===== src/rtl/bemf_pkg.sv =====
// Shared definitions for the back-EMF integrator.
//   sel_w()   : channel-select width for a given motor count (never below 1)
//   acc_max() : most positive value of a w-bit signed word
//   acc_min() : most negative value of a w-bit signed word
//   *_DEF     : default widths and deadband thresholds
package bemf_pkg;

  localparam int NUM_MOT_DEF = 4;
  localparam int ADC_W_DEF   = 10;
  localparam int ACC_W_DEF   = 20;
  localparam int DB_POS_DEF  = 20;
  localparam int DB_NEG_DEF  = 22;

  function automatic int sel_w(input int n);
    int w;
    w = $clog2(n);
    return (w < 1) ? 1 : w;
  endfunction

  function automatic longint acc_max(input int w);
    return (64'sd1 <<< (w - 1)) - 64'sd1;
  endfunction

  function automatic longint acc_min(input int w);
    return -(64'sd1 <<< (w - 1));
  endfunction

endpackage


===== src/rtl/bemf_sat_add.sv =====
// Signed W-bit adder that clamps to the representable range.
//   a, b : signed addends
//   sum  : a+b, clamped to [acc_min(W), acc_max(W)]
//   sat  : 1 when the clamp was applied
module bemf_sat_add
  import bemf_pkg::*;
#(
  parameter int W = ACC_W_DEF
) (
  input  logic signed [W-1:0] a,
  input  logic signed [W-1:0] b,
  output logic signed [W-1:0] sum,
  output logic                sat
);

  localparam logic signed [W-1:0] MAXV = W'(acc_max(W));
  localparam logic signed [W-1:0] MINV = W'(acc_min(W));

  logic signed [W:0] wide;

  always_comb begin
    wide = {a[W-1], a} + {b[W-1], b};
    sum  = wide[W-1:0];
    sat  = 1'b0;
    // Overflow shows up as a mismatch between the extra sign bit and the
    // top bit of the W-bit result; the extra bit tells us which direction.
    if (wide[W] != wide[W-1]) begin
      sat = 1'b1;
      sum = wide[W] ? MINV : MAXV;
    end
  end

endmodule


===== src/rtl/bemf_accum_nch.sv =====
// Time-multiplexed back-EMF integrator for NUM_MOT motors.
// Four register stages: S0 input capture, S1 h-l difference,
// S2 calibration offset + deadband, S3 saturating accumulate and outputs.
// Ports:
//   clk, rst_n                 clock, asynchronous active-low reset
//   bemf_adc_h/l, mot_sel_in   sample and its channel; in_valid strobes it
//   cal_we, cal_sel, cal_data  calibration word write
//   acc_clr                    per-channel accumulator clear (multi-hot)
//   bemf_out                   updated accumulator (position)
//   bemf_vel_out               deadbanded calibrated sample (velocity)
//   mot_sel_out, sat_out       channel of outputs, clamp flag
//   out_valid                  one-cycle pulse per accepted sample
module bemf_accum_nch
  import bemf_pkg::*;
#(
  parameter int NUM_MOT = NUM_MOT_DEF,
  parameter int ADC_W   = ADC_W_DEF,
  parameter int ACC_W   = ACC_W_DEF,
  parameter int DB_POS  = DB_POS_DEF,
  parameter int DB_NEG  = DB_NEG_DEF,
  localparam int SEL_W  = sel_w(NUM_MOT)
) (
  input  logic                    clk,
  input  logic                    rst_n,
  input  logic [ADC_W-1:0]        bemf_adc_h,
  input  logic [ADC_W-1:0]        bemf_adc_l,
  input  logic [SEL_W-1:0]        mot_sel_in,
  input  logic                    in_valid,
  input  logic                    cal_we,
  input  logic [SEL_W-1:0]        cal_sel,
  input  logic [ACC_W-1:0]        cal_data,
  input  logic [NUM_MOT-1:0]      acc_clr,
  output logic signed [ACC_W-1:0] bemf_out,
  output logic signed [ACC_W-1:0] bemf_vel_out,
  output logic [SEL_W-1:0]        mot_sel_out,
  output logic                    sat_out,
  output logic                    out_valid
);

  localparam logic signed [ACC_W-1:0] DBP = ACC_W'(DB_POS);
  localparam logic signed [ACC_W-1:0] DBN = ACC_W'(-DB_NEG);

  // Per-channel register files.
  logic signed [ACC_W-1:0] acc   [NUM_MOT];
  logic signed [ACC_W-1:0] calib [NUM_MOT];

  // Pipeline state.
  logic                    s0_valid;
  logic [ADC_W-1:0]        s0_h, s0_l;
  logic [SEL_W-1:0]        s0_ch;
  logic                    s1_valid;
  logic signed [ACC_W-1:0] s1_diff;
  logic [SEL_W-1:0]        s1_ch;
  logic                    s2_valid;
  logic signed [ACC_W-1:0] s2_vel;
  logic [SEL_W-1:0]        s2_ch;

  // Out-of-range channels are filtered at the door so no later stage can
  // index past the register files.
  logic in_ok, cal_ok;
  assign in_ok  = in_valid && (int'(mot_sel_in) < NUM_MOT);
  assign cal_ok = cal_we && (int'(cal_sel) < NUM_MOT);

  // S2 combinational: calibration and deadband.
  logic signed [ACC_W-1:0] cal_val, vel_val;
  always_comb begin
    cal_val = s1_diff - calib[s1_ch];
    vel_val = ((cal_val > DBP) || (cal_val < DBN)) ? cal_val : '0;
  end

  // S3 combinational: read-modify-write of the channel accumulator. Because
  // the read and write both happen here, consecutive samples on one channel
  // chain naturally without forwarding.
  logic signed [ACC_W-1:0] acc_cur, acc_sum;
  logic                    acc_sat, s3_clr;
  assign acc_cur = acc[s2_ch];
  assign s3_clr  = acc_clr[s2_ch];

  bemf_sat_add #(.W(ACC_W)) u_sat_add (
    .a   (acc_cur),
    .b   (s2_vel),
    .sum (acc_sum),
    .sat (acc_sat)
  );

  always_ff @(posedge clk or negedge rst_n) begin
    if (!rst_n) begin
      s0_valid <= 1'b0;
      s0_h     <= '0;
      s0_l     <= '0;
      s0_ch    <= '0;
      s1_valid <= 1'b0;
      s1_diff  <= '0;
      s1_ch    <= '0;
      s2_valid <= 1'b0;
      s2_vel   <= '0;
      s2_ch    <= '0;
    end else begin
      s0_valid <= in_ok;
      s0_h     <= bemf_adc_h;
      s0_l     <= bemf_adc_l;
      s0_ch    <= mot_sel_in;
      s1_valid <= s0_valid;
      s1_diff  <= $signed(ACC_W'(s0_h)) - $signed(ACC_W'(s0_l));
      s1_ch    <= s0_ch;
      s2_valid <= s1_valid;
      s2_vel   <= vel_val;
      s2_ch    <= s1_ch;
    end
  end

  // Outputs hold through bubbles; a clear on the S3 channel forces the
  // position result to zero but the velocity still reports the sample.
  always_ff @(posedge clk or negedge rst_n) begin
    if (!rst_n) begin
      out_valid    <= 1'b0;
      bemf_out     <= '0;
      bemf_vel_out <= '0;
      mot_sel_out  <= '0;
      sat_out      <= 1'b0;
    end else begin
      out_valid <= s2_valid;
      if (s2_valid) begin
        mot_sel_out  <= s2_ch;
        bemf_vel_out <= s2_vel;
        if (s3_clr) begin
          bemf_out <= '0;
          sat_out  <= 1'b0;
        end else begin
          bemf_out <= acc_sum;
          sat_out  <= acc_sat;
        end
      end
    end
  end

  // Register files: clear beats the S3 write-back of the same channel.
  always_ff @(posedge clk or negedge rst_n) begin
    if (!rst_n) begin
      for (int k = 0; k < NUM_MOT; k++) begin
        acc[k]   <= '0;
        calib[k] <= '0;
      end
    end else begin
      for (int k = 0; k < NUM_MOT; k++) begin
        if (acc_clr[k])
          acc[k] <= '0;
        else if (s2_valid && (s2_ch == SEL_W'(k)))
          acc[k] <= acc_sum;
        if (cal_ok && (cal_sel == SEL_W'(k)))
          calib[k] <= cal_data;
      end
    end
  end

endmodule


===== config.mk =====
export PLATFORM = sky130hd
export DESIGN_NAME = bemf_accum_nch
export DESIGN_NICKNAME = d
export VERILOG_FILES = /design/src/rtl/bemf_pkg.sv /design/src/rtl/bemf_sat_add.sv /design/src/rtl/bemf_accum_nch.sv
export SDC_FILE = /design/constraint.sdc
export NUM_CORES = 1
export LEC_CHECK = 0
export BUFFER_PORTS_ARGS = -buffer_cell sky130_fd_sc_hd__buf_2
export CORE_ASPECT_RATIO = 1.2
export CORE_MARGIN = 1.5
export CORE_UTILIZATION = 60
export CTS_BUF_LIST = sky130_fd_sc_hd__clkbuf_16
export DETAILED_ROUTE_END_ITERATION = 10
export GPL_ROUTABILITY_DRIVEN = 0
export GPL_TIMING_DRIVEN = 1
export MAX_ROUTING_LAYER = met4
export PLACE_DENSITY = 0.79
export RECOVER_POWER = 100
export SETUP_SLACK_MARGIN = 0.4
export SLEW_MARGIN = 25
export SYNTH_ARGS = -nofsm -noshare
export SYNTH_HDL_FRONTEND = slang
export SYNTH_SLANG_ARGS = --single-unit

===== constraint.sdc =====
create_clock -name clk -period 5.3 [get_ports clk]
set_input_delay 0.53 -clock clk [delete_from_list [all_inputs] [get_ports clk]]
set_output_delay 0.53 -clock clk [all_outputs]
set_load 0.05 [all_outputs]

After elaboration in Yosys (flattened, before gate mapping). Cells that the tools add are included.

Flip-flop bits (word level): 264. Bits in latches: 0. RAM bits: 0. Memory bits (read-only): 0. Output and inout port bits: 44. Logic and storage cells: 77. Memories: 0.

$add $sub $neg: 3. Multipliers: 0. Divide/modulo/power cells: 0. $lt $le $gt $ge: 5. Equality and inequality tests: 7. Shift operators: 0. Multiplexer cells: 22. Bitwise logic cells: 2. Reduce and logical (&&, ||, !) cells: 15.

Operators with widths (count): $mux 20 (16); $bmux 20 s2 (2); $add 20x20->21 (1); $gt 20x6->1 const B (1); $lt 20x6->1 const B (1); $sub 11x20->20 (1); $sub 10x10->11 (1); $eq 2x2->1 const B (4); $logic_and 1x1->1 (8); $reduce_bool 2->1 (4); $ge 3x3->1 const B (2); $not 2->3 (2); $eq 2x1->1 const B (2); $logic_not 2->1 (2); $lt 2x3->1 const B (1); $mux 1 (3); $bmux 1 s2 (1); $logic_or 1x1->1 (1); $ne 1x1->1 (1).

Logic depth before layout (Yosys ltp). Gate-level depths: netlist of the first run.

Depth after elaboration: 9. Mapped depth: 17. Gate-level depth less buffers: 13.

Hierarchy. Synthesis of the first run repeated with hierarchy kept, for this count alone.

Cell total of the unflattened synthesis: 1238. Area, all modules: 13427.9 µm².

Modules (own cells, without submodules): bemf_accum_nch (instances 1, cells each 1064, area an instance 12194.2 µm²); bemf_sat_add (instances 1, cells each 174, area an instance 1233.7 µm²).

Least setup slack after synthesis of the first run. Ideal clock, no wire load.

Path kind: reg2reg. Start point: reg s1_ch[0]. End point: reg s2_vel[15]. Library setup time: 143 ps. Arrival time: 4759 ps. Data required time: 5157 ps. Path slack: 398 ps. Cell stages (with the launch flop): 15. Buffers on the path: 2. Period minus slack after synthesis: 4902 ps. Cell sequence: dfrtp_1 buf_1 buf_1 mux4_2 ha_1 inv_1 fa_1 a211oi_1 o21ai_1 xnor2_1 or4b_1 or4_1 or4_1 nor4_2 nor3_1.

Cells in the longest elaborated chain, start to end: 8. Elaborated cells on any way between the ends: 9. Classes of those cells: 1 x add/sub; 2 x order compare; 4 x mux; 1 x bitwise; 1 x reduce/logical.

RTL lines: start: declaration (RTL line bemf_accum_nch.sv:53) `logic [SEL_W-1:0] s1_ch;`; start signal: assignment (RTL line bemf_accum_nch.sv:105) `s1_ch <= s0_ch;`; $not 2->3 (not written as such) (*) (RTL line bemf_accum_nch.sv:67) `cal_val = s1_diff - calib[s1_ch];`; $bmux 20 s2 (*) (RTL line bemf_accum_nch.sv:67); $mux 20 (not written as such) (*) (2 in series) (RTL line bemf_accum_nch.sv:67); $sub 11x20->20 (*) (RTL line bemf_accum_nch.sv:67); $gt 20x6->1 / $lt 20x6->1 (equally long branches) (RTL line bemf_accum_nch.sv:68) `vel_val = ((cal_val > DBP) || (cal_val < DBN)) ? cal_val : '0;`; $logic_or 1x1->1 (RTL line bemf_accum_nch.sv:68); $mux 20 (*) (RTL line bemf_accum_nch.sv:68); named net vel_val[15] (RTL line bemf_accum_nch.sv:65) `logic signed [ACC_W-1:0] cal_val, vel_val;`; end signal: assignment (RTL line bemf_accum_nch.sv:107) `s2_vel <= vel_val;`; end: declaration (RTL line bemf_accum_nch.sv:55) `logic signed [ACC_W-1:0] s2_vel;`.

Mark *: on every way through the listed nets, which the timed path passes. The rest lies on a longest branch. The select of a mux whose other input is x is not followed. A chain may end at the register's enable or synchronous reset.

Worst setup path in the final report of the first run.
Start point: reg s2_ch[0]. End point: reg acc[1] (netlist bit).

Cells in the longest elaborated chain, start to end: 9. Elaborated cells on any way between the ends: 13. Classes of those cells: 1 x add/sub; 2 x eq/ne; 7 x mux; 1 x bitwise; 2 x reduce/logical.

RTL lines: start: declaration (RTL line bemf_accum_nch.sv:56) `logic [SEL_W-1:0] s2_ch;`; start signal: assignment (RTL line bemf_accum_nch.sv:108) `s2_ch <= s1_ch;`; $not 2->3 (not written as such) (RTL line bemf_accum_nch.sv:76) `assign acc_cur = acc[s2_ch];`; $bmux 20 s2 (RTL line bemf_accum_nch.sv:76); $mux 20 (not written as such) (2 in series) (RTL line bemf_accum_nch.sv:76); $add 20x20->21 (RTL line bemf_sat_add.sv:22) `wide = {a[W-1], a} + {b[W-1], b};`; $mux 20 / $ne 1x1->1 (equally long branches) (RTL line bemf_sat_add.sv:29, bemf_sat_add.sv:27); $mux 20 (RTL line bemf_sat_add.sv:27) `if (wide[W] != wide[W-1]) begin`; $mux 20 (RTL line bemf_accum_nch.sv:148) `else if (s2_valid && (s2_ch == SEL_W'(k)))`; $mux 20 (RTL line bemf_accum_nch.sv:146) `if (acc_clr[k])`; end signal: indexed assignment (RTL line bemf_accum_nch.sv:149) `acc[k] <= acc_sum;`; end: declaration (RTL line bemf_accum_nch.sv:44) `logic signed [ACC_W-1:0] acc [NUM_MOT];`.

Several ways; a longest one is shown, not always the timed one. The select of a mux whose other input is x is not followed.

==> impl_metrics.ini, run 1 <==
[critical_path]
criticalPathCategory = reg -> reg
crit_path_start_kind = flop
path_max_fanout = 16
cp.arrival_ns = 5.11
rr_endpoint = acc[1]$_DFFE_PN0P_
rrSetupSlack_ns = 0.65
r2r_start = s2_ch[0]$_DFF_PN0_
cp.required_ns = 5.75
worstSetupEndpointType = flop
reg2reg_depth = 12

[timing]
tightestPinTransition_ns = 2.89
timing.final.crit_share = 0.878
hold_viol_final = 0
relSlewSlack = -0.927
setup_viol = 0
drv_slew = 148
fmax_mhz = 215
tns_ns = 0
fin_crit_ns = 4.65
rsz0062_at_grt = no
skew_ns = 0.0151

[layout]
seqCellArea_um2 = 6610
multi_input_area_um2 = 6100
areaGrowthSynthToFinish_pct = 11.6
drive_gt1_frac = 0.219
layout_common_cells = dfrtp_1, mux2_2, nor2_1
nets = 1283
diodes = 0
mostFrequentLayoutCell = dfrtp_1
fillers = 1584

[pwr]
p_clk_frac = 0.222
pwr_density_cell_nw_per_um2 = 524
p_leak_nw = 6.66
seq_power_share = 0.371
p_comb_frac = 0.407
p_int_w = 0.00456
vdd_drop_max_mv = 0.408
power_switching_w = 0.00308
totalPowerFinal_w = 0.00765
swShare = 0.403

[route]
routed_wl_um = 29200
drc_errors = 0
drt-wirelength-per-cell_um = 19.9
drtIter0Drc = 514
ant_nets = 0
routed-via-count = 9068
dr.pass1.iters = 5
detail_route.vias_per_cell = 6.17

[worst_hold_path]
hp-start = mot_sel_in[1]
hold_path.class = in -> reg
whs_path_depth = 1
hold-path-endpoint = s0_ch[1]$_DFF_PN0_

[global_routing]
grt_pass1_wl_um = 47600
grt_max_degree = 147
grt_overflow_total = 0
grt_usage = 0.277
antenna_found_initial = 0
grt_pass1_vias = 9527

[logic_synthesis]
syn-num-nets = 1184
ys_ff_latch = 264
syn_area_um2 = 13100
synthCells = 1079
async_flop_share = 1.00
seq_area_frac_synth = 0.505
syn_area_per_cell_um2 = 12.1
synth_cell_types = 70
synthFlopType = dfrtp_1
synth_edf_count = 0
yosys_warnings = 0

[clocking]
ctsHoldBuffers = 0
clockBufferDepth = 3
htree_levels = 1
cts_tree = built
clock-root-buffer = clkbuf_16
clk_pin_slew_ns = 0.06
clock-sinks = 264
clock_latency_ns = 0.53
post-cts-setup-buffer-count = 0
cts_buffers = 26

[place]
port_buffers = 95
hpwl_um = 20700

[floorplan]
initial_utilization = 0.607
num_io_pins = 96
die_area_um2 = 22700
die_x_um = 138
num_rows = 59
die_h_um = 165
core_area_um2 = 21600

[run_status]
status = finished with violations
violations = max-capacitance violations, max-slew violations

[job]
drv_cap = 2
==> state kept, by name, summed over array words and instances (netlist names), 2 cells and up <==
name          cells
mot_sel_out       2
s1_ch             2
s0_l             10
bemf_out         20
s0_ch             2
calib            80
acc              80
s0_h             10
s2_ch             2
s2_vel           20
bemf_vel_out     20
s1_diff          11
==> cell usage after synthesis (all sizes together), types with 11 or more instances <==
| cell | instances | area share |
|---|---|---|
| dfrtp | 264 | 0.51 |
| mux2 | 102 | 0.088 |
| nor2 | 82 | 0.024 |
| nand2 | 63 | 0.018 |
| inv | 53 | 0.015 |
| o21ai | 53 | 0.021 |
| ha | 50 | 0.048 |
| a221o | 41 | 0.031 |
| mux4 | 41 | 0.071 |
| clkbuf | 35 | 0.010 |
| a21oi | 28 | 0.011 |
| a21o | 20 | 0.011 |
| nor3 | 19 | 0.010 |
| xor2 | 16 | 0.011 |
| a211o | 15 | 0.010 |
| a211oi | 15 | 0.0090 |
| xnor2 | 15 | 0.010 |
| nand3 | 12 | 0.0046 |
| buf | 11 | 0.0051 |
| o2bb2ai | 11 | 0.0074 |
==> power groups by stage <==
stage	registers [W]	clock network (W)	logic, W
2_1_floorplan	0.00326	0	0.00190
3_3_place_gp	0.00284	0	0.00308
3_5_place_dp	0.00285	0	0.00313
4_1_cts	0.00283	0.00173	0.00315
5_1_grt	0.00288	0.00182	0.00339
6_report	0.00283	0.00170	0.00311
==> worst max path at each step <==
stage,slack [ns],end,cells after the start,from
after floorplan,0.58,acc[0]$_DFFE_PN0P_,13,s2_ch[0]$_DFF_PN0_
after global placement,0.62,s2_vel[15]$_DFF_PN0_,12,s1_ch[0]$_DFF_PN0_
after CTS,0.51,s2_vel[15]$_DFF_PN0_,12,s1_ch[0]$_DFF_PN0_
final,0.65,acc[1]$_DFFE_PN0P_,12,s2_ch[0]$_DFF_PN0_
after detailed placement,0.56,s2_vel[15]$_DFF_PN0_,12,s1_ch[0]$_DFF_PN0_
after global routing,0.27,s2_vel[14]$_DFF_PN0_,12,s1_ch[0]$_DFF_PN0_
==> per-layer routing <==
| metal | part of all wire | GRT usage |
|---|---|---|
| met5 | 0 | - |
| met4 | 0.038 | 0.116 |
| met2 | 0.53 | 0.487 |
| met3 | 0.040 | 0.0325 |
| met1 | 0.39 | 0.321 |
==> layout make-up <==
| type | instances | area share |
|---|---|---|
| Inverter | 53 | 0.0136 |
| Clock buffer | 27 | 0.0463 |
| Clock inverter | 18 | 0.00728 |
| Sequential cell | 264 | 0.452 |
| Tap cell | 274 | 0.0235 |
| Timing Repair Buffer | 117 | 0.0392 |
| Multi-Input combinational cell | 716 | 0.418 |
==> worst max-delay path, cell delays in order, from the launching register on <==
cell      delay, ns
dfrtp_1        0.55
buf_4          0.36
mux4_2         0.58
ha_1           0.41
nand4_1        0.16
nor2_1         0.27
inv_1          0.06
o311ai_0       0.60
and2_0         0.44
nand2_1        0.28
nor3_1         0.49
buf_4          0.25
a221o_1        0.13
==> per-stage QoR <==
step / utilization / hold slack, ns / instances / setup slack [ns] / instance area [µm²]
floorplan: - / 0.234 / 1079 / 0.581 / 13100
global placement: 0.644 / 0.337 / 1422 / 0.618 / 13900
detailed placement: 0.646 / 0.336 / 1424 / 0.565 / 13900
CTS: 0.682 / 0.0950 / 1469 / 0.507 / 14700
global route: 0.677 / 0.0918 / 1469 / 0.267 / 14600
finish: 0.677 / 0.114 / 1469 / 0.645 / 14600
==> logic make-up after synthesis <==
group / after synthesis / synth area share
buffers and inverters: 99 / 0.0303
multiplexers: 144 / 0.159
AO/OA/AOI/OAI: 243 / 0.139
adder cells (fa/ha/maj): 53 / 0.0524
XOR/XNOR: 31 / 0.0208
flip-flops: 264 / 0.505
AND/OR/NAND/NOR: 245 / 0.0928
==> repair_timing <==
action | 4_1_cts | 5_1_grt
setup endpoints to repair | 0 | 7
endpoints found under the hold margin | 0 | 0
gates resized for setup | 0 | 2
Power figures use the tool's default switching activity.
==> run 2, diff against run 1 <==
--- a/config.mk
+++ b/config.mk
@@ -20,4 +20,5 @@
 export SLEW_MARGIN = 25
 export SYNTH_ARGS = -nofsm -noshare
 export SYNTH_HDL_FRONTEND = slang
+export SYNTH_HIERARCHICAL = 1
 export SYNTH_SLANG_ARGS = --single-unit
==> run 2 against run 1 <==
Effect of this change:
- synthesized cell count is 15% higher
- setup slack worse by 0.076 ns
- final cell count is 9.0% higher
- sequential power is 2% lower
- the flow finishes with violations (design-rule violations, max-capacitance violations, max-slew violations)
- final area is 1.1% higher
- clock skew hardly changed
- wire length is 6.1% higher
- critical path type unchanged
- global-route usage is 0.24 points higher
- highest routed layer unchanged
- non-clock buffer count is 9 lower
==> impl_metrics.ini, run 2 <==
[floorplan]
die_area_um2 = 23300
num_io_pins = 96
die_x_um = 140
num_rows = 59
initial_utilization = 0.615
die_h_um = 167
core_area_um2 = 21900

[critical_path]
cp-endpoint = bemf_out[14]$_DFFE_PN0P_
cp.arrival_ns = 5.03
crit_start = s2_ch[1]$_DFF_PN0_
r2r_start = s2_ch[1]$_DFF_PN0_
criticalPathCategory = reg -> reg
cp.required_ns = 5.60
rrSetupSlack_ns = 0.57
worstSetupEndpointType = flop
path_max_fanout = 16
rr_endpoint = bemf_out[14]$_DFFE_PN0P_
reg2reg_depth = 12
crit_path_start_kind = flop

[route]
ant_nets = 0
drt-wirelength-per-cell_um = 19.4
routed-via-count = 9820
drtIter0Drc = 821
routed_wl_um = 31000
detail_route.vias_per_cell = 6.13
dr.pass1.iters = 8
drc_errors = 5

[clocking]
cts-resized-gates = 0
htree_levels = 1
clock_latency_ns = 0.53
clock-sinks = 264
clockBufferDepth = 3
clk_pin_slew_ns = 0.06
ctsHoldBuffers = 0
cts_tree = built
post-cts-setup-buffer-count = 0
cts_buffers = 27
clock-root-buffer = clkbuf_16

[timing]
rsz0062_at_grt = no
skew_ns = 0.0148
setup_viol = 0
fmax_mhz = 211
drv_slew = 177
tns_ns = 0
fin_crit_ns = 4.73
relSlewSlack = -1.77
whs_ns = 0.0999
setup_slack_ns = 0.569
tightestPinTransition_ns = 4.16
timing.final.crit_share = 0.893
hold_viol_final = 0

[global_routing]
antenna_found_initial = 0
grt_busiest_layer = met2
met1_usage = 0.344
grt_usage = 0.279
grt_max_degree = 175
use_met2 = 0.473
grt_pass1_vias = 10100
grt_pass1_wl_um = 50800
grt_overflow_total = 0
grtUsageMet3 = 0.0437

[logic_synthesis]
ys_ff_latch = 264
yosys-top-cells-count = dfrtp_1, nand2_1, a21oi_1, mux2_2, inv_1
synthFlopType = dfrtp_1
muxShareOfSynthArea = 0.154
synthTopCellsByArea = dfrtp_1, mux2_2, mux4_2
synth_adder_area_share = 0.0569
synth_top_family_by_area = multiplexers
yosys_warnings = 6
seq_area_frac_synth = 0.492
synth-simple-area-share = 0.108
synth_area_leader_cell = dfrtp_1
syn_area_per_cell_um2 = 10.8
synth_cell_types = 72
syn_area_um2 = 13400
synth_edf_count = 0
syn-num-nets = 1343
synth-compound-area-share = 0.123
async_flop_share = 1.00
synthCells = 1238
synth-xor-area-share = 0.0261
synth_top_area_frac = 0.492
yosysMostFrequentCell = dfrtp_1

[layout]
fillers = 1688
mostFrequentLayoutCell = dfrtp_1
reg.largest.list = acc x80, calib x80
nets = 1414
layout_common_cells = dfrtp_1, nand2_1, a21oi_1
diodes = 0
stdcell_area_um2 = 14800
areaGrowthSynthToFinish_pct = 9.88
drive_gt1_frac = 0.194

[job]
drv_cap = 3

[worst_hold_path]
hold_path.class = in -> reg

[place]
dpl_cell_area_um2 = 14100
hpwl_um = 21000
place_ws_ns = 0.903
port_buffers = 95

[pwr]
vdd_drop_max_mv = 0.311
p_leak_nw = 6.46
totalPowerFinal_w = 0.00781
pwr_density_cell_nw_per_um2 = 529

[run_status]
violations = design-rule violations, max-capacitance violations, max-slew violations
status = finished with violations
==> run 2: logic make-up after synthesis <==
| logic type | Yosys count |
|---|---|
| AND/OR/NAND/NOR | 330 |
| AO/OA/AOI/OAI | 264 |
| flip-flops | 264 |
| multiplexers | 143 |
| buffers and inverters | 137 |
| adder cells (fa/ha/maj) | 60 |
| XOR/XNOR | 40 |
==> run 2: layer usage <==
layer / wire length (µm) / vias to the layer above
met5: 0 / -
met4: 951 / 0
met3: 2110 / 88
met2: 15700 / 408
met1: 12300 / 4835
li1: - / 4489
==> run 2: where the power goes <==
group / internal [W] / total, W / switching (W)
logic: 0.00113 / 0.00338 / 0.00225
registers: 0.00248 / 0.00276 / 0.000286
clock network: 0.000914 / 0.00166 / 0.000746
==> run 2: through the flow <==
stage               cells  utilization
finish               1601        0.675
detailed placement   1553        0.646
global placement     1553        0.646
global route         1601        0.675
CTS                  1600        0.681
floorplan            1238            -
==> run 2: worst min path at each step <==
stage	slack [ns]	startpoint	to	cells after the start
3_5_place_dp	0.33	s0_ch[0]$_DFF_PN0_	s1_ch[0]$_DFF_PN0_	0
5_1_grt	0.08	bemf_adc_l[1]	s0_l[1]$_DFF_PN0_	1
3_3_place_gp	0.33	s0_ch[1]$_DFF_PN0_	s1_ch[1]$_DFF_PN0_	0
6_report	0.1	bemf_adc_h[8]	s0_h[8]$_DFF_PN0_	1
2_1_floorplan	0.23	rst_n	acc[0]$_DFFE_PN0P_	0
4_1_cts	0.01	rst_n	bemf_out[1]$_DFFE_PN0P_	1
==> run 2: critical path: stages, from the launching register on <==
cell and delay [ns]:
dfrtp_1 0.69, mux4_2 0.40, ha_1 0.24, fa_1 0.41, a21o_1 0.22, a221oi_2 0.34, o21bai_1 0.25, o31a_1 0.32
o311a_1 0.47, a21oi_2 0.50, o21ai_0 0.42, nand2_1 0.14, o22ai_1 0.09
==> run 2: final cells by class <==
| type | count | area [µm²] | area share |
|---|---|---|---|
| Clock buffer | 27 | 676 | 0.0458 |
| Sequential cell | 264 | 6610 | 0.448 |
| Clock inverter | 20 | 86.3 | 0.00585 |
| Inverter | 71 | 267 | 0.0181 |
| Multi-Input combinational cell | 837 | 6260 | 0.424 |
| Tap cell | 274 | 343 | 0.0232 |
| Timing Repair Buffer | 108 | 514 | 0.0349 |
